[src/rtl/mac_pass_sequencer_if.sv]
// Handshake and control bundle between the pass sequencer and the multiply datapath.
// Both lanes share every control signal carried here.
interface mac_pass_sequencer_if #(
  parameter int AW = 9
);
  logic          start;
  logic          busy;
  logic          done;
  logic          in_valid;
  logic          in_ready;
  logic          load_const;
  logic          bypass;
  logic          rd_en;
  logic [AW-1:0] rd_addr;
  logic          wr_en;
  logic [AW-1:0] wr_addr;
  logic          out_valid;
  logic [AW-1:0] out_addr;
  logic [15:0]   pass_idx;

  modport master (
    input  start, in_valid,
    output busy, done, in_ready, load_const, bypass,
    output rd_en, rd_addr, wr_en, wr_addr, out_valid, out_addr, pass_idx
  );

  modport slave (
    output start, in_valid,
    input  busy, done, in_ready, load_const, bypass,
    input  rd_en, rd_addr, wr_en, wr_addr, out_valid, out_addr, pass_idx
  );
endinterface

[src/rtl/mac_pass_sequencer.sv]
// Pass-level sequencer for the dense-dense multiply datapath: constant load, operand stream, drain.
// Defining MACSEQ_STALL_CNT_EN adds the stall_cnt port counting input-starved LOAD/STREAM cycles.
//
// state  | meaning
// IDLE   | waiting for start
// LOAD   | waiting for the per-lane constant beat
// STREAM | accepting DEPTH operand beats, tagging each with its element index
// DRAIN  | waiting for every tagged beat to reach its write
// DONE   | one-cycle completion pulse
module mac_pass_sequencer #(
  parameter int DEPTH   = 280,
  parameter int PASSES  = 560,
  parameter int AW      = 9,
  parameter int MUL_LAT = 6,
  parameter int ADD_LAT = 2,
  parameter int RD_LAT  = 2
) (
  input  logic clk,
  input  logic rst,
  mac_pass_sequencer_if.master bus
`ifdef MACSEQ_STALL_CNT_EN
  ,
  output logic [31:0] stall_cnt
`endif
);
  localparam int TL   = MUL_LAT + ADD_LAT;
  localparam int RD_D = MUL_LAT - RD_LAT;

  typedef enum logic [2:0] {IDLE, LOAD, STREAM, DRAIN, DONE} state_t;

  typedef struct packed {
    logic          valid;
    logic [AW-1:0] elem;
    logic          first;
    logic          last;
  } tag_t;

  state_t        state;
  logic [AW-1:0] elem;
  tag_t          tag_q [1:TL];
  tag_t          pipe  [0:TL];
  logic          accept;
  logic          line_busy;

  assign bus.in_ready   = (state == LOAD) || (state == STREAM);
  assign accept         = bus.in_valid & bus.in_ready;
  assign bus.load_const = accept && (state == LOAD);

  // pipe[0] is the beat being accepted this cycle, pipe[d] the tag d cycles old.
  always_comb begin
    pipe[0]       = '0;
    pipe[0].valid = accept && (state == STREAM);
    pipe[0].elem  = elem;
    pipe[0].first = (bus.pass_idx == 16'd0);
    pipe[0].last  = (bus.pass_idx == 16'(PASSES - 1));
    for (int i = 1; i <= TL; i++) pipe[i] = tag_q[i];
  end

  always_comb begin
    line_busy = 1'b0;
    for (int i = 1; i <= TL; i++) line_busy = line_busy | tag_q[i].valid;
  end

  always_ff @(posedge clk or posedge rst) begin
    if (rst) begin
      state         <= IDLE;
      elem          <= '0;
      for (int i = 1; i <= TL; i++) tag_q[i] <= '0;
      bus.busy      <= 1'b0;
      bus.done      <= 1'b0;
      bus.bypass    <= 1'b0;
      bus.rd_en     <= 1'b0;
      bus.rd_addr   <= '0;
      bus.wr_en     <= 1'b0;
      bus.wr_addr   <= '0;
      bus.out_valid <= 1'b0;
      bus.out_addr  <= '0;
      bus.pass_idx  <= '0;
    end else begin
      for (int i = TL; i > 1; i--) tag_q[i] <= tag_q[i-1];
      tag_q[1] <= pipe[0];

      bus.rd_en <= pipe[RD_D].valid;
      if (pipe[RD_D].valid) bus.rd_addr <= pipe[RD_D].elem;
      bus.bypass <= pipe[MUL_LAT].valid & pipe[MUL_LAT].first;
      bus.wr_en  <= pipe[TL].valid;
      if (pipe[TL].valid) bus.wr_addr <= pipe[TL].elem;
      bus.out_valid <= pipe[TL].valid & pipe[TL].last;
      if (pipe[TL].valid && pipe[TL].last) bus.out_addr <= pipe[TL].elem;

      bus.done <= 1'b0;
      case (state)
        IDLE: begin
          if (bus.start) begin
            state        <= LOAD;
            bus.busy     <= 1'b1;
            bus.pass_idx <= '0;
          end
        end
        LOAD: begin
          if (accept) begin
            state <= STREAM;
            elem  <= '0;
          end
        end
        STREAM: begin
          if (accept) begin
            if (elem == AW'(DEPTH - 1)) state <= DRAIN;
            else elem <= elem + 1'b1;
          end
        end
        // Leaving only once the line is empty keeps every write ahead of the next pass's read.
        DRAIN: begin
          if (!line_busy) begin
            if (bus.pass_idx == 16'(PASSES - 1)) begin
              state    <= DONE;
              bus.done <= 1'b1;
            end else begin
              state        <= LOAD;
              bus.pass_idx <= bus.pass_idx + 16'd1;
            end
          end
        end
        DONE: begin
          state    <= IDLE;
          bus.busy <= 1'b0;
        end
        default: state <= IDLE;
      endcase
    end
  end

`ifdef MACSEQ_STALL_CNT_EN
  always_ff @(posedge clk or posedge rst) begin
    if (rst) begin
      stall_cnt <= '0;
    end else if ((state == IDLE) && bus.start) begin
      stall_cnt <= '0;
    end else if (bus.in_ready && !bus.in_valid && (stall_cnt != 32'hFFFF_FFFF)) begin
      stall_cnt <= stall_cnt + 32'd1;
    end
  end
`endif
endmodule

[src/flat_wrapper.sv]
// flat-port wrapper written by rule: the top's interface ports become plain ports
module mac_pass_sequencer_flat 
#(
  parameter int DEPTH   = 280,
  parameter int PASSES  = 560,
  parameter int AW      = 9,
  parameter int MUL_LAT = 6,
  parameter int ADD_LAT = 2,
  parameter int RD_LAT  = 2
)
  (clk, rst, bus_start, bus_in_valid, bus_busy, bus_done, bus_in_ready, bus_load_const, bus_bypass, bus_rd_en, bus_rd_addr, bus_wr_en, bus_wr_addr, bus_out_valid, bus_out_addr, bus_pass_idx);
  mac_pass_sequencer_if #(.AW(AW)) bus_i ();
  input  logic clk;
  input  logic rst;
  input wire logic [$bits(bus_i.start)-1:0] bus_start;
  input wire logic [$bits(bus_i.in_valid)-1:0] bus_in_valid;
  output wire logic [$bits(bus_i.busy)-1:0] bus_busy;
  output wire logic [$bits(bus_i.done)-1:0] bus_done;
  output wire logic [$bits(bus_i.in_ready)-1:0] bus_in_ready;
  output wire logic [$bits(bus_i.load_const)-1:0] bus_load_const;
  output wire logic [$bits(bus_i.bypass)-1:0] bus_bypass;
  output wire logic [$bits(bus_i.rd_en)-1:0] bus_rd_en;
  output wire logic [$bits(bus_i.rd_addr)-1:0] bus_rd_addr;
  output wire logic [$bits(bus_i.wr_en)-1:0] bus_wr_en;
  output wire logic [$bits(bus_i.wr_addr)-1:0] bus_wr_addr;
  output wire logic [$bits(bus_i.out_valid)-1:0] bus_out_valid;
  output wire logic [$bits(bus_i.out_addr)-1:0] bus_out_addr;
  output wire logic [$bits(bus_i.pass_idx)-1:0] bus_pass_idx;
  assign bus_i.start = bus_start;
  assign bus_i.in_valid = bus_in_valid;
  assign bus_busy = bus_i.busy;
  assign bus_done = bus_i.done;
  assign bus_in_ready = bus_i.in_ready;
  assign bus_load_const = bus_i.load_const;
  assign bus_bypass = bus_i.bypass;
  assign bus_rd_en = bus_i.rd_en;
  assign bus_rd_addr = bus_i.rd_addr;
  assign bus_wr_en = bus_i.wr_en;
  assign bus_wr_addr = bus_i.wr_addr;
  assign bus_out_valid = bus_i.out_valid;
  assign bus_out_addr = bus_i.out_addr;
  assign bus_pass_idx = bus_i.pass_idx;
  mac_pass_sequencer #(.DEPTH(DEPTH), .PASSES(PASSES), .AW(AW), .MUL_LAT(MUL_LAT), .ADD_LAT(ADD_LAT), .RD_LAT(RD_LAT)) u_core (.clk(clk), .rst(rst), .bus(bus_i));
endmodule
[config.mk]
export PLATFORM = sky130hd
export DESIGN_NAME = mac_pass_sequencer_flat
export DESIGN_NICKNAME = d
export VERILOG_FILES = /design/src/rtl/mac_pass_sequencer_if.sv /design/src/rtl/mac_pass_sequencer.sv /design/src/flat_wrapper.sv
export SDC_FILE = /design/constraint.sdc
export NUM_CORES = 1
export LEC_CHECK = 0
export ABC_CLOCK_PERIOD_IN_PS = 10640
export CORE_AREA = 2 2 138 140
export CTS_CLUSTER_DIAMETER = 150
export CTS_CLUSTER_SIZE = 30
export DETAILED_ROUTE_END_ITERATION = 6
export DIE_AREA = 0 0 140 142
export REMOVE_ABC_BUFFERS = 1
export SKIP_LAST_GASP = 1
export SYNTH_ARGS = -nofsm -noshare
export SYNTH_HDL_FRONTEND = slang
export SYNTH_SLANG_ARGS = --single-unit
[constraint.sdc]
create_clock -name clk -period 10.64 [get_ports clk]
set_input_delay 2.128 -clock clk [delete_from_list [all_inputs] [get_ports clk]]
set_output_delay 2.128 -clock clk [all_outputs]
set_load 0.005 [all_outputs]
==> results.ini, run 1 <==
[outcome]
outcome = finished with violations
violations = design-rule violations

[synth]
post-synth-top-count-cell = dfrtp_1
syn_inst = 362
synth_ff_type = dfrtp_1
synth-seq-cells = 154
synth_edf_count = 0
synthTopCellsByArea = dfrtp_1 71%, mux2_2 6.0%, a221o_1 1.3%, nand4_1 1.1%, nor4_1 1.0%
synthTopCellsByCount = 154 x dfrtp_1, 29 x mux2_2, 14 x nand2_1
syn_avg_cell_area_um2 = 15.1
syn-cell-area_mm2 = 0.00545
yosysTopAreaCell = dfrtp_1
ys_seq_area_share_pct = 70.7
synth_top_area_share_pct = 70.7
synth_async_sr_flop_share_pct = 100
yosysWarnings = 0
synth_cell_types = 58

[die]
io-pin-count = 55
fp.dieH_um = 142
fp.coreArea_mm2 = 0.0185
rows = 50
die_w_um = 140
initial_core_util_pct = 29.5
die_area_mm2 = 0.0199

[placed_design]
place.gp.congestion = 0.805
dp.cells = 636
port_buffers = 54
pre_cts_ws_ns = 4.73
dpl-instance-area_mm2 = 0.00619
dp_hpwl_um = 5950

[clock_network]
clkSinkCount = 154
cts_buffer_depth = 2
htreeDepth = 4
cts_tree = done
numCtsBuffers = 17
holdBufCountCts = 0
cts-resized-gates = 0
clock_latency_ns = 0.41
cts-root-buf = clkbuf_16
postCtsSetupBuffers = 0
clk_pin_slew_worst_paths_ns = 0.06

[sta]
maxSlewViolCount = 0
finalWorstSetupSlack_ns = 4.71
fin_crit_sh_pct = 55.7
fin_tns_setup_ns = 0
final-hold-violation-count = 0
fin_hold_ws_ns = 0.339
rsz0062_at_grt = false
setup_violations = 0
slew_headroom_pct = 40.0
skew_ns = 0.00909
tightest_slew_ns = 0.900
min_period_ns = 5.93
fmax_ghz = 0.169

[grt]
grt_pass1_vias = 3079
grt.total_usage_pct = 9.96
grt_max_degree = 106
overflow = 0
grt_pass1_wl_um = 15700
antenna_found_initial = 0

[final_layout]
area_growth_pct = 24.7
diodes = 0
fin_cells = 668
layout-drive-gt1-share_pct = 18.0
fin_util_pct = 36.8
stdcell_area_mm2 = 0.00680
nets = 428

[worst_hold_path]
min_path_cells = 0
holdCritStartpoint = u_core.pipe[82]
min_path_type = reg2reg
min_to = u_core.pipe[70]

[route]
drt_iter0_markers = 158
drc = 4
avgViaCountPerCell = 4.64
antenna_left = 0
num_vias = 3100
dr.pass1.iters = 6
wire_per_inst_um = 14.0
wirelength_um = 9350

[worst_setup_path]
reg2reg_slack_ns = 8.15
r2r-start = u_core.pipe[11]
reg2regPathDepth = 4
cp-end-kind = primary output
crit_type = in2out
worstPathArrival_ns = 3.80
crit_path_start = bus_in_valid
critical_path_required_ns = 8.51
r2r-end = u_core.bus.pass_idx[0]
cp_max_fo = 10
start_kind = input pin

[flow_run]
drv_cap = 0

[pwr]
p_leak_nw = 3.05
power_mw = 1.51
ir_drop_uv = 124
p_per_area_mw_per_mm2 = 222

-- critical path: stages --
cell and delay [ns]:
clkdlybuf4s50_1 0.56, nor2b_1 0.20, nand2b_1 0.23, inv_2 0.17
clkdlybuf4s50_1 0.51
-- registers in the layout, summed over array words and instances, names as in the netlist --
register,count
u_core.state,3
u_core.bus.wr_en,1
u_core.elem,9
u_core.bus.bypass,1
u_core.bus.out_addr,9
u_core.bus.pass_idx,16
u_core.bus.done,1
u_core.bus.out_valid,1
u_core.bus.rd_addr,9
u_core.pipe,93
u_core.bus.busy,1
u_core.bus.rd_en,1
u_core.bus.wr_addr,9
-- final cells by class --
type / instances / area (µm²)
multi-input combinational: 181 / 1450
sequential: 154 / 3850
tap: 234 / 293
clock inverter: 13 / 153
fill: 1747 / 11700
timing repair buffer: 55 / 548
clock buffer: 19 / 453
inverter: 12 / 51.3
-- routing by layer --
metal	vias to the layer above	share of wire, %	global-route usage [%]
met5	-	0	0
met4	0	1.2	3.72
met3	13	4.5	3.26
met2	71	48	15.5
met1	1574	46	13.1
li1	1442	-	-
-- where the power goes --
group	internal [mW]	total, mW	switching [mW]
logic	0.0808	0.129	0.0483
clock network	0.364	0.602	0.238
registers	0.715	0.775	0.0600
-- cell usage in the layout, fill, tap and decap left out, drive strengths merged, types with 3 or more instances in the layout --
master | netlist | final
o211ai | 4 | 4
o31ai | 3 | 3
and2 | 6 | 6
and4 | 6 | 6
xor2 | 3 | 3
ha | 3 | 3
nor3 | 5 | 5
nor2 | 8 | 8
and3 | 5 | 5
clkinv | 1 | 4
nor4 | 13 | 13
a21oi | 5 | 5
a22o | 4 | 4
mux2 | 29 | 29
o21ai | 4 | 4
clkdlybuf4s50 | 0 | 54
nand3 | 9 | 9
nand4 | 13 | 13
nand2b | 5 | 5
inv | 11 | 17
a211oi | 3 | 3
dfrtp | 154 | 154
a221o | 7 | 7
nand2 | 14 | 14
clkbuf | 2 | 19
or4 | 6 | 6
-- worst max-delay path by stage --
stage / endpoint / slack, ns / cells after the start
after floorplan: u_core.bus.busy / 4.36 / 1
after global placement: bus_load_const / 4.76 / 5
after detailed placement: bus_load_const / 4.73 / 5
after CTS: bus_load_const / 4.71 / 5
after global routing: bus_load_const / 4.60 / 5
final: bus_load_const / 4.71 / 5
-- cell families (layout without fill, tap and decap cells) --
logic type | count (synthesis) | in the layout | share of synthesized area, %
adders and majority gates | 3 | 3 | 0.688
xor gates and xnor gates | 5 | 5 | 0.803
and+or+nand+nor | 103 | 103 | 13.0
muxes | 30 | 30 | 6.17
AOI/OAI and AO/OA | 40 | 40 | 5.90
buffers and inverters | 27 | 99 | 2.78
DFF | 154 | 154 | 70.7
(Power assumes the default switching activity.)
==> run 2: changes to the inputs <==
--- a/config.mk
+++ b/config.mk
@@ -5,7 +5,7 @@
 export SDC_FILE = /design/constraint.sdc
 export NUM_CORES = 1
 export LEC_CHECK = 0
-export ABC_CLOCK_PERIOD_IN_PS = 10640
+export ABC_CLOCK_PERIOD_IN_PS = 6000
 export CORE_AREA = 2 2 138 140
 export CTS_CLUSTER_DIAMETER = 150
 export CTS_CLUSTER_SIZE = 30
==> constraint.sdc (replaced) <==
create_clock -name clk -period 6 [get_ports clk]
set_input_delay 1.2 -clock clk [delete_from_list [all_inputs] [get_ports clk]]
set_output_delay 1.2 -clock clk [all_outputs]
set_load 0.005 [all_outputs]
==> run 2 against run 1 <==
The run still ends with design-rule violations left; setup slack lost 2.8 ns; global-route usage grew 0.080 points; clock skew shrank 0.0019 ns; die area is the same; clock power grew 60%; first-iteration DRC count shrank 18%; count of clock-buffer cells in the layout shrank 1; routed wire length grew 0.40%; critical endpoint unchanged; largest cell class unchanged.
==> results.ini, run 2 (synthesis gave the netlist of run 1 again) <==
[sta]
skew_ns = 0.00722  ; -0.00187 ns
min_period_ns = 4.08
final-hold-violation-count = 0  ; unchanged
finalWorstSetupSlack_ns = 1.92  ; -2.79 ns
rsz0062_at_grt = false
fin_tns_setup_ns = 0  ; unchanged
setup_violations = 0  ; unchanged
maxSlewViolCount = 0  ; unchanged
fin_hold_ws_ns = 0.342  ; +0.00262 ns
fmax_ghz = 0.245
slew_headroom_pct = 29.9  ; -10 points
fin_crit_sh_pct = 68.0
tightest_slew_ns = 1.05  ; +0.151 ns

[placed_design]
dp.cells = 636  ; unchanged
place.gp.congestion = 0.805  ; about the same
pre_cts_ws_ns = 1.93  ; -2.80 ns
dp_hpwl_um = 5970  ; +0.32%
port_buffers = 54  ; unchanged

[clock_network]
cts_buffer_depth = 2  ; unchanged
holdBufCountCts = 0  ; unchanged
postCtsSetupBuffers = 0  ; unchanged
clk_pin_slew_worst_paths_ns = 0.06  ; about the same
cts-root-buf = clkbuf_16
htreeDepth = 4  ; unchanged
clkSinkCount = 154  ; unchanged
cts_tree = done
clock_latency_ns = 0.41  ; about the same
cts-resized-gates = 0  ; unchanged
numCtsBuffers = 17  ; unchanged

[worst_setup_path]
crit_family = buffers and inverters
r2r-end = u_core.bus.pass_idx[0]
cp-end-kind = primary output
max_stage_delay_ns = 0.55  ; about the same
r2r-start = u_core.pipe[11]
crit_slowest_cell = clkdlybuf4s50_1
reg2reg_slack_ns = 3.54  ; -4.61 ns
reg2regPathDepth = 4  ; unchanged
critical_path_required_ns = 4.80  ; -3.71 ns
start_kind = input pin
crit_top_cell = clkdlybuf4s50_1
cp_max_fo = 10  ; unchanged
crit_type = in2out
worstPathArrival_ns = 2.88  ; -0.92 ns
crit_buf_inv = 3  ; unchanged
worstPathCellList = clkdlybuf4s50_1 -> nor2b_1 -> nand2b_1 -> inv_2 -> clkdlybuf4s50_1

[grt]
grt_max_degree = 120  ; +13%
grt.total_usage_pct = 10.0  ; +0.080 points
overflow = 0  ; unchanged
antenna_found_initial = 0  ; unchanged
grt_pass1_vias = 3032  ; -1.5%
grt_pass1_wl_um = 15600  ; -0.70%

[final_layout]
nets = 428  ; unchanged
fin_util_pct = 36.5  ; -0.39 points
fill_cells = 1746  ; -0.057%
largest_reg_flops = 93  ; unchanged
layout-drive-gt1-share_pct = 17.6  ; -0.38 points
fin_cells = 666  ; -0.30%
layout_commonest_cell = dfrtp_1
final_cell_mix = 154 x dfrtp_1, 54 x clkdlybuf4s50_1, 29 x mux2_2
diodes = 0  ; unchanged
area_growth_pct = 23.4

[pwr]
ir_drop_uv = 223  ; +80%
p_per_area_mw_per_mm2 = 381  ; +72%
p_leak_nw = 3.00  ; -1.7%

[die]
rows = 50  ; unchanged
die_area_mm2 = 0.0199  ; unchanged
initial_core_util_pct = 29.5  ; unchanged
io-pin-count = 55  ; unchanged
fp.coreArea_mm2 = 0.0185  ; unchanged
fp.dieH_um = 142  ; unchanged
die_w_um = 140  ; unchanged

[worst_hold_path]
min_path_type = reg2reg
min_to = u_core.pipe[58]
min_path_cells = 0  ; unchanged
holdCritStartpoint = u_core.pipe[70]

[flow_run]
drv_cap = 0  ; unchanged

[route]
num_vias = 3066  ; -1.1%
wire_per_inst_um = 14.1  ; +0.70%
drc = 4  ; unchanged
antenna_left = 0  ; unchanged
wirelength_um = 9380  ; +0.40%
drt_iter0_markers = 129  ; -18%
dr.pass1.iters = 7  ; +1
avgViaCountPerCell = 4.60  ; -0.80%

[outcome]
outcome = finished with violations
violations = design-rule violations

## run 2: changes by cell type in the layout (fill, tap and decap cells not counted), sizes merged
cell      delta
clkinvlp     +5
inv          -2
clkinv       -2
bufinv       -2
clkbuf       -1
## run 2: where the power goes
part	total, mW	leakage, nW	internal (mW)	switching (mW)
combinational	0.228	0.781	0.144	0.0848
sequential	1.38	1.98	1.27	0.107
clock	0.961	0.241	0.540	0.421
## run 2: worst max-delay path by stage
stage	from	end	slack, ns	cells past startpoint
4_1_cts	bus_in_valid	bus_load_const	1.92	5
5_1_grt	bus_in_valid	bus_load_const	1.79	5
2_1_floorplan	rst	u_core.bus.busy	0.65	1
3_3_place_gp	bus_in_valid	bus_load_const	1.99	5
6_report	bus_in_valid	bus_load_const	1.92	5
3_5_place_dp	bus_in_valid	bus_load_const	1.93	5
## run 2: worst reg2reg max path, delay by kind of cell, from the launching register on
kind             cells  cell delay, ns
DFF                  1            0.57
and+or+nand+nor      3            1.58
muxes                1            0.25
## run 2: through the flow
| stage | instance area (µm²) | total power, mW |
|---|---|---|
| 2_1_floorplan | 5350 | 1.48 |
| 3_3_place_gp | 6190 | 1.62 |
| 3_5_place_dp | 6190 | 1.64 |
| 4_1_cts | 6730 | 2.61 |
| 5_1_grt | 6730 | 2.70 |
| 6_report | 6730 | 2.56 |
## run 2: layout make-up
| type | instances | area (µm²) | area share, % |
|---|---|---|---|
| Timing Repair Buffer | 55 | 548 | 8.15 |
| Sequential cell | 154 | 3850 | 57.3 |
| Clock buffer | 18 | 439 | 6.53 |
| Multi-Input combinational cell | 181 | 1450 | 21.5 |
| Tap cell | 234 | 293 | 4.35 |
| Inverter | 12 | 51.3 | 0.763 |
| Clock inverter | 12 | 95.1 | 1.41 |
## run 2: layer usage
metal	vias up	routed length, µm	track usage [%]
li1	1441	-	-
met1	1544	4410	13.5
met2	73	4370	15.0
met3	8	536	4.04
met4	0	71	3.03
met5	-	0	0
==> run 3: changes to the inputs <==
--- a/config.mk
+++ b/config.mk
@@ -5,7 +5,7 @@
 export SDC_FILE = /design/constraint.sdc
 export NUM_CORES = 1
 export LEC_CHECK = 0
-export ABC_CLOCK_PERIOD_IN_PS = 6000
+export ABC_CLOCK_PERIOD_IN_PS = 3500
 export CORE_AREA = 2 2 138 140
 export CTS_CLUSTER_DIAMETER = 150
 export CTS_CLUSTER_SIZE = 30
==> constraint.sdc (replaced) <==
create_clock -name clk -period 3.5 [get_ports clk]
set_input_delay 0.7 -clock clk [delete_from_list [all_inputs] [get_ports clk]]
set_output_delay 0.7 -clock clk [all_outputs]
set_load 0.005 [all_outputs]
==> run 3 against run 2 <==
Core utilization rose by 0.40 points; the run still ends with design-rule violations left; clock skew barely moved; clock power is 87% higher; routed wire length rose by 1.5%; critical path depth is the same; register-to-register slack lost 2.6 ns; first-iteration DRC count up 46%; cell area increased by 1.1%; hold slack better by 0.00075 ns; setup slack got worse by 1.5 ns; count of clock-buffer cells in the layout fell by 1.
==> results.ini, run 3 (synthesis gave the netlist of run 1 again) <==
[route]
wirelength_um = 9530  ; +1.5%
drc = 4  ; unchanged
avgViaCountPerCell = 4.63  ; +0.48%
drt_iter0_markers = 188  ; +46%
wire_per_inst_um = 14.3  ; +1.2%
antenna_left = 0  ; unchanged
dr.pass1.iters = 6  ; -1
num_vias = 3090  ; +0.78%

[grt]
grt_max_degree = 88  ; -27%
antenna_found_initial = 0  ; unchanged
grt_pass1_vias = 3155  ; +4.1%
overflow = 0  ; unchanged
grt.total_usage_pct = 10.3  ; +0.23 points
grt_pass1_wl_um = 16000  ; +2.6%

[die]
fp.dieH_um = 142  ; unchanged
die_area_mm2 = 0.0199  ; unchanged
initial_core_util_pct = 29.5  ; unchanged
fp.coreArea_mm2 = 0.0185  ; unchanged
rows = 50  ; unchanged
io-pin-count = 55  ; unchanged
die_w_um = 140  ; unchanged

[outcome]
violations = design-rule violations
outcome = finished with violations

[pwr]
ir_drop_uv = 378  ; +69%
p_per_area_mw_per_mm2 = 670  ; +76%
p_leak_nw = 3.05  ; +1.6%

[sta]
tightest_slew_ns = 0.613  ; -0.438 ns
slew_headroom_pct = 58.8  ; +29 points
min_period_ns = 3.10
rsz0062_at_grt = false
fin_crit_sh_pct = 88.5
fmax_ghz = 0.323
setup_violations = 0  ; unchanged
skew_ns = 0.00673  ; -0.000492 ns
fin_hold_ws_ns = 0.342  ; +0.000751 ns
final-hold-violation-count = 0  ; unchanged
maxSlewViolCount = 0  ; unchanged

[worst_setup_path]
worstPathCellList = clkdlybuf4s50_1 -> nor2b_1 -> nand2b_1 -> inv_2 -> clkdlybuf4s50_1
critical_path_required_ns = 2.80  ; -2.00 ns
crit_type = in2out
crit_family = buffers and inverters
worstPathArrival_ns = 2.40  ; -0.48 ns
crit_top_cell = clkdlybuf4s50_1
start_kind = input pin
crit_buf_inv = 3  ; unchanged
max_stage_delay_ns = 0.56  ; about the same
cp_max_fo = 10  ; unchanged
cp-end-kind = primary output
crit_slowest_cell = clkdlybuf4s50_1

[clock_network]
holdBufCountCts = 0  ; unchanged
cts_tree = done
cts-root-buf = clkbuf_16
clock_latency_ns = 0.41  ; about the same
numCtsBuffers = 17  ; unchanged
postCtsSetupBuffers = 0  ; unchanged
cts_buffer_depth = 2  ; unchanged
htreeDepth = 4  ; unchanged
clkSinkCount = 154  ; unchanged
cts-resized-gates = 0  ; unchanged
clk_pin_slew_worst_paths_ns = 0.06  ; about the same

[final_layout]
layout_commonest_cell = dfrtp_1
area_growth_pct = 24.7
diodes = 0  ; unchanged
largest_reg_flops = 93  ; unchanged
fin_cells = 668  ; +0.30%
final_cell_mix = 154 x dfrtp_1, 54 x clkdlybuf4s50_1, 29 x mux2_2
layout-drive-gt1-share_pct = 18.0  ; +0.38 points
nets = 429  ; +0.23%
stdcell_area_mm2 = 0.00680  ; +1.1%

[placed_design]
place.gp.congestion = 0.788  ; -2.0%
port_buffers = 54  ; unchanged
dpl-instance-area_mm2 = 0.00621  ; +0.32%
dp_hpwl_um = 6090  ; +1.9%
dp.cells = 637  ; +0.16%

[flow_run]
drv_cap = 0  ; unchanged

[worst_hold_path]
min_path_type = reg2reg

[run 3: changes by cell type in the layout (fill, tap and decap cells not counted), sizes merged]
cell      before  now
clkinv         2    4
buf            1    2
bufinv         0    2
clkbuf        18   17
inv           15   17
clkinvlp       7    3
[run 3: cell type report]
type	count	area [µm²]
clock buffer	17	425
inverter	12	51.3
clock inverter	14	163
timing repair buffer	56	568
fill	1724	11700
sequential	154	3850
multi-input combinational	181	1450
tap	234	293
[run 3: per-layer routing]
layer  vias up  track usage [%]  wire [µm]
met5         -                0          0
met4         0             5.16        148
met3        13             2.83        411
met2        76             15.8       4530
met1      1549             13.4       4440
li1       1452                -          -
[run 3: power breakdown]
group	internal (mW)	switching (mW)	leakage (nW)
Combinational	0.248	0.148	0.791
Sequential	2.17	0.184	1.98
Clock	1.06	0.739	0.281
Total	3.49	1.07	3.05
[run 3: final timing paths]
| kind | cells past startpoint | slack (ns) | to | startpoint |
|---|---|---|---|---|
| worst min register to register | 0 | 0.34 | u_core.pipe[50] | u_core.pipe[62] |
| worst min-delay path | 0 | 0.34 | u_core.pipe[50] | u_core.pipe[62] |
| worst max register to register | 4 | 0.98 | u_core.bus.pass_idx[0] | u_core.pipe[11] |
| max in group asynchronous | 3 | 2.12 | u_core.pipe[78] | rst |
| worst max-delay path | 5 | 0.40 | bus_load_const | bus_in_valid |
| min in group asynchronous | 2 | 0.64 | u_core.bus.wr_en | rst |
[run 3: stage by stage]
stage	TNS (ns)	worst slack, ns	power, mW	util (%)
3_5_place_dp	0	0.414	2.81	33.7
5_1_grt	0	0.265	4.78	36.9
3_3_place_gp	0	0.476	2.77	33.7
4_1_cts	0	0.409	4.63	36.9
2_1_floorplan	-207.87	-1.35	2.53	-
6_report	0	0.402	4.56	36.9
==> patch 1 (flow settings as in run 2) <==
`MUL_LAT` is set to 6 in 2 places; all go to 7.
--- a/src/rtl/mac_pass_sequencer.sv
+++ b/src/rtl/mac_pass_sequencer.sv
@@ -11,7 +11,7 @@
   parameter int DEPTH   = 280,
   parameter int PASSES  = 560,
   parameter int AW      = 9,
-  parameter int MUL_LAT = 6,
+  parameter int MUL_LAT = 7,
   parameter int ADD_LAT = 2,
   parameter int RD_LAT  = 2
 ) (
--- a/src/flat_wrapper.sv
+++ b/src/flat_wrapper.sv
@@ -4,7 +4,7 @@
   parameter int DEPTH   = 280,
   parameter int PASSES  = 560,
   parameter int AW      = 9,
-  parameter int MUL_LAT = 6,
+  parameter int MUL_LAT = 7,
   parameter int ADD_LAT = 2,
   parameter int RD_LAT  = 2
 )
Behaviour: not the same (Yosys sat finds a counterexample within 10 cycles, from zero or initial values and one cycle with rst high).
==> patch 1 against run 2 <==
- the flow still finishes with violations (design-rule violations)
- synthesized cell count is 4.4% higher
- design area grew 2.6%
- sequential cell count grew 12
- die area did not move
- first-iteration DRC count is 67% higher
- total power grew 17%
- synthesized area up 1.0%
- worst setup slack improved by 0.094 ns
- critical endpoint unchanged
- routed wire length shrank 1.6%
- global-route usage is 0.17 points higher
- non-clock buffer count is 1 higher
==> patch 1: results (changes against run 2) <==
clock_buffers: 19  # +1
stdcell_count: 689  # +3.5%
intPower_mw: 2.21  # +13%
synth_compound_area_frac: 0.0484  # -0.0106
dpl_cell_area_um2: 6300  # +1.7%
wl_met3_um: 433  # -19%
use_met2: 0.151  # +0.00104
comb-power_mw: 0.443  # +94%
wl_met1_um: 4380  # -0.63%
seq_cell_power_mw: 1.47  # +7%
final-nonclk-buf-share: 0.0805  # -0.000965
drc: 6  # +2
drive_above_1_share: 0.145  # -0.0309
powerDensity_nw_per_um2: 435  # +14%
placed_cells: 657  # +3.3%
cp_max_fo: 7  # -3
worst_hold_path.endpoint: "u_core.pipe[28]"
largest_register_ffs: 105  # +13%
nonClockInverterCount: 10  # -2
grt_util_met3: 0.0363  # -0.00404
ys_types: 44  # -24%
use_met1: 0.134  # -0.000933
fin_worst_skew_ns: 0.00841  # +0.00119 ns
multi_input_gates: 191  # +5.5%
reg2reg_to: "u_core.bus.pass_idx[5]"
reg2reg_slack_ns: 3.65  # +0.11 ns
ir_drop_mv: 0.253  # +13%
multi_input_area_share: 0.182  # -0.0335
ys_ff_latch: 166  # +7.8%
synth_xor_area_frac: 0.0111  # +0.00310
grt_pass1_wl_um: 15600  # about the same
violations: "design-rule violations"
holdCritStartpoint: "u_core.pipe[40]"
synthMuxAreaShare: 0.0588  # -0.00289
synth_common_cells: "166 x dfrtp_1, 27 x mux2_2, 26 x nor2_1, 26 x o21ai_0, 20 x nand2_1"
drtPass1Iterations: 6  # -1
dp_slack_ns: 2.01  # +0.0841 ns
multi_input_area_um2: 1250  # -13%
gp_congestion: 0.789  # -2.0%
signal_buffers: 56  # +1.8%
leakagePower_nw: 3.19  # +6.6%
timing.rr.start: "u_core.pipe[59]"
clk_share: 0.0874  # +0.00797
r2r_cells: 5  # +1
viasPerCell: 4.43  # -3.7%
status: "finished with violations"
drtIter0Drc: 216  # +67%
-- patch 1: cell types whose count changed in the layout (fill, tap and decap cells not counted), moves of 5 or more --
cell        change
clkinvlp_4      -6
dfrtp_1        +12
o21ai_0        +23
nand2_1         +6
and4_1          -5
a221o_1         -7
or4_1           -5
or3_1           +6
nor2_1         +19
-- patch 1: worst reg2reg max path, stage by stage, from the launching register on --
cell      delay, ns
dfrtp_1        0.55
nor4_2         0.57
a21o_1         0.20
o211ai_2       0.32
or4_1          0.57
o21ai_0        0.08
-- patch 1: worst max-delay path by stage --
stage	startpoint	endpoint	slack, ns	depth (start not counted)
after CTS	bus_in_valid	bus_load_const	2.00	5
after detailed placement	bus_in_valid	bus_load_const	2.01	5
after floorplan	rst	u_core.bus.busy	0.31	1
final	bus_in_valid	bus_load_const	2.01	5
after global routing	bus_in_valid	bus_load_const	1.92	5
after global placement	bus_in_valid	bus_load_const	2.05	5
==> patch 2 (flow settings as in run 2) <==
Without the edit above. Re-encode `state_t` (5 states) as one-hot, 5 bits wide.
--- a/src/rtl/mac_pass_sequencer.sv
+++ b/src/rtl/mac_pass_sequencer.sv
@@ -26,7 +26,7 @@
   localparam int TL   = MUL_LAT + ADD_LAT;
   localparam int RD_D = MUL_LAT - RD_LAT;
 
-  typedef enum logic [2:0] {IDLE, LOAD, STREAM, DRAIN, DONE} state_t;
+  typedef enum logic [4:0] {IDLE = 5'b00001, LOAD = 5'b00010, STREAM = 5'b00100, DRAIN = 5'b01000, DONE = 5'b10000} state_t;
 
   typedef struct packed {
     logic          valid;
Check against the original RTL: no difference found for any inputs over 10 cycles, from zero or initial values and one cycle with rst high; not proved beyond that.
==> patch 2 against run 2 <==
- the run still ends with design-rule violations left
- worst setup slack lost 0.34 ns
- total power rose by 5.4%
- count of clock-buffer cells in the layout is 1 higher
- routed wire length rose by 2.9%
- synthesized cell count up 5.2%
- design area is 1.1% higher
- synthesized area hardly changed
- global-route usage rose by 0.67 points
- sequential cell count up 2
- critical path type unchanged
- largest power group unchanged
==> patch 2: results (changes against run 2) <==
drtIter0Drc: 310  # +140%
dp_slack_ns: 1.61  # -0.320 ns
fin_worst_skew_ns: 0.0109  # +0.00369 ns
stdcell_count: 682  # +2.4%
grt_pass1_wl_um: 16800  # +7.4%
critPathArrivalTime_ns: 3.22  # +0.34 ns
ys_types: 47  # -19%
critical-path-max-stage-delay_ns: 0.56
drc: 8  # +4
synthTopCellsByArea: "dfrtp_1 71%, mux2_2 5.8%, a221o_1 2.4%, and4_1 1.8%, nand2_1 1.7%"
holdCritStartpoint: "u_core.pipe[37]"
wl_um: 9650  # +2.9%
ir_drop_mv: 0.154  # -31%
status: "finished with violations"
synthCells: 381  # +5.2%
grt_max_degree: 117  # -2.5%
ys_seq_area_frac: 0.717  # +0.0101
globalRouteTotalUtil: 0.107  # +0.00666
dpl_cell_area_um2: 6210  # +0.32%
leakagePower_nw: 3.14  # +4.8%
swShare: 0.238  # -0.00117
cp_max_fo: 12  # +2
fin_nets: 445  # +4.0%
violations: "design-rule violations"
vias: 3308  # +7.9%
timing.rr.start: "u_core.bus.pass_idx[1]"
drive_above_1_share: 0.141  # -0.0353
placed_cells: 653  # +2.7%
synth_common_cells: "155 x dfrtp_1, 28 x mux2_2, 24 x nand2_1, 14 x nor2_1, 13 x a221o_1"
dpl.hpwl_um: 6240  # +4.4%
slew_headroom: 0.239  # -0.0606
==> patch 2: cell count changes in the layout (fill, tap and decap cells not counted), sizes merged, moves of 5 or more <==
cell | run 2 | this run
nand4 | 13 | 8
nor2 | 8 | 14
a221o | 7 | 13
nand2 | 14 | 24
and2 | 6 | 1
inv | 15 | 9
nor3 | 5 | 12
and4 | 6 | 11
==> patch 2: power by group through the flow <==
stage	logic (mW)	clock network [mW]	registers (mW)
floorplan	0.156	0	1.36
global placement	0.273	0	1.38
detailed placement	0.279	0	1.39
CTS	0.280	1.09	1.37
global route	0.309	1.14	1.40
finish	0.277	1.06	1.37
==> patch 2: cell families (layout without fill, tap and decap cells) <==
group                      Yosys count  in the layout  share of synthesized area
DFF                                156            156                      0.717
AOI/OAI and AO/OA                   52             52                     0.0737
buffers and inverters               25             92                     0.0202
and+or+nand+nor                    116            116                      0.123
xor gates and xnor gates             1              1                    0.00161
muxes                               28             28                     0.0579
adders and majority gates            3              3                    0.00689
==> patch 2: worst paths after layout <==
kind                                          endpoint  slack [ns]  cells after the start
worst max-delay path                    bus_load_const        1.58                      5
worst min-delay path                   u_core.pipe[25]        0.35                      0
worst max register to register  u_core.bus.pass_idx[0]        2.97                      5
worst min register to register         u_core.pipe[25]        0.35                      0
max in group asynchronous               u_core.pipe[7]        3.49                      3
min in group asynchronous            u_core.bus.bypass        1.41                      2
==> patch 2: area by class of cell <==
type                    instances  area, um2
multi-input cells             200       1430
clock buffers                  19        443
flip-flops and latches        156       3910
well taps                     234        293
fillers                      1710      11700
inverters                       8       35.0
clock inverters                10        144
repair buffers                 55        548
==> patch 2: layer usage <==
metal,up-vias,GRT usage,share of wire
li1,1519,-,-
met1,1670,0.138,0.46
met2,104,0.164,0.48
met3,15,0.0347,0.044
met4,0,0.0526,0.017
met5,-,0,0
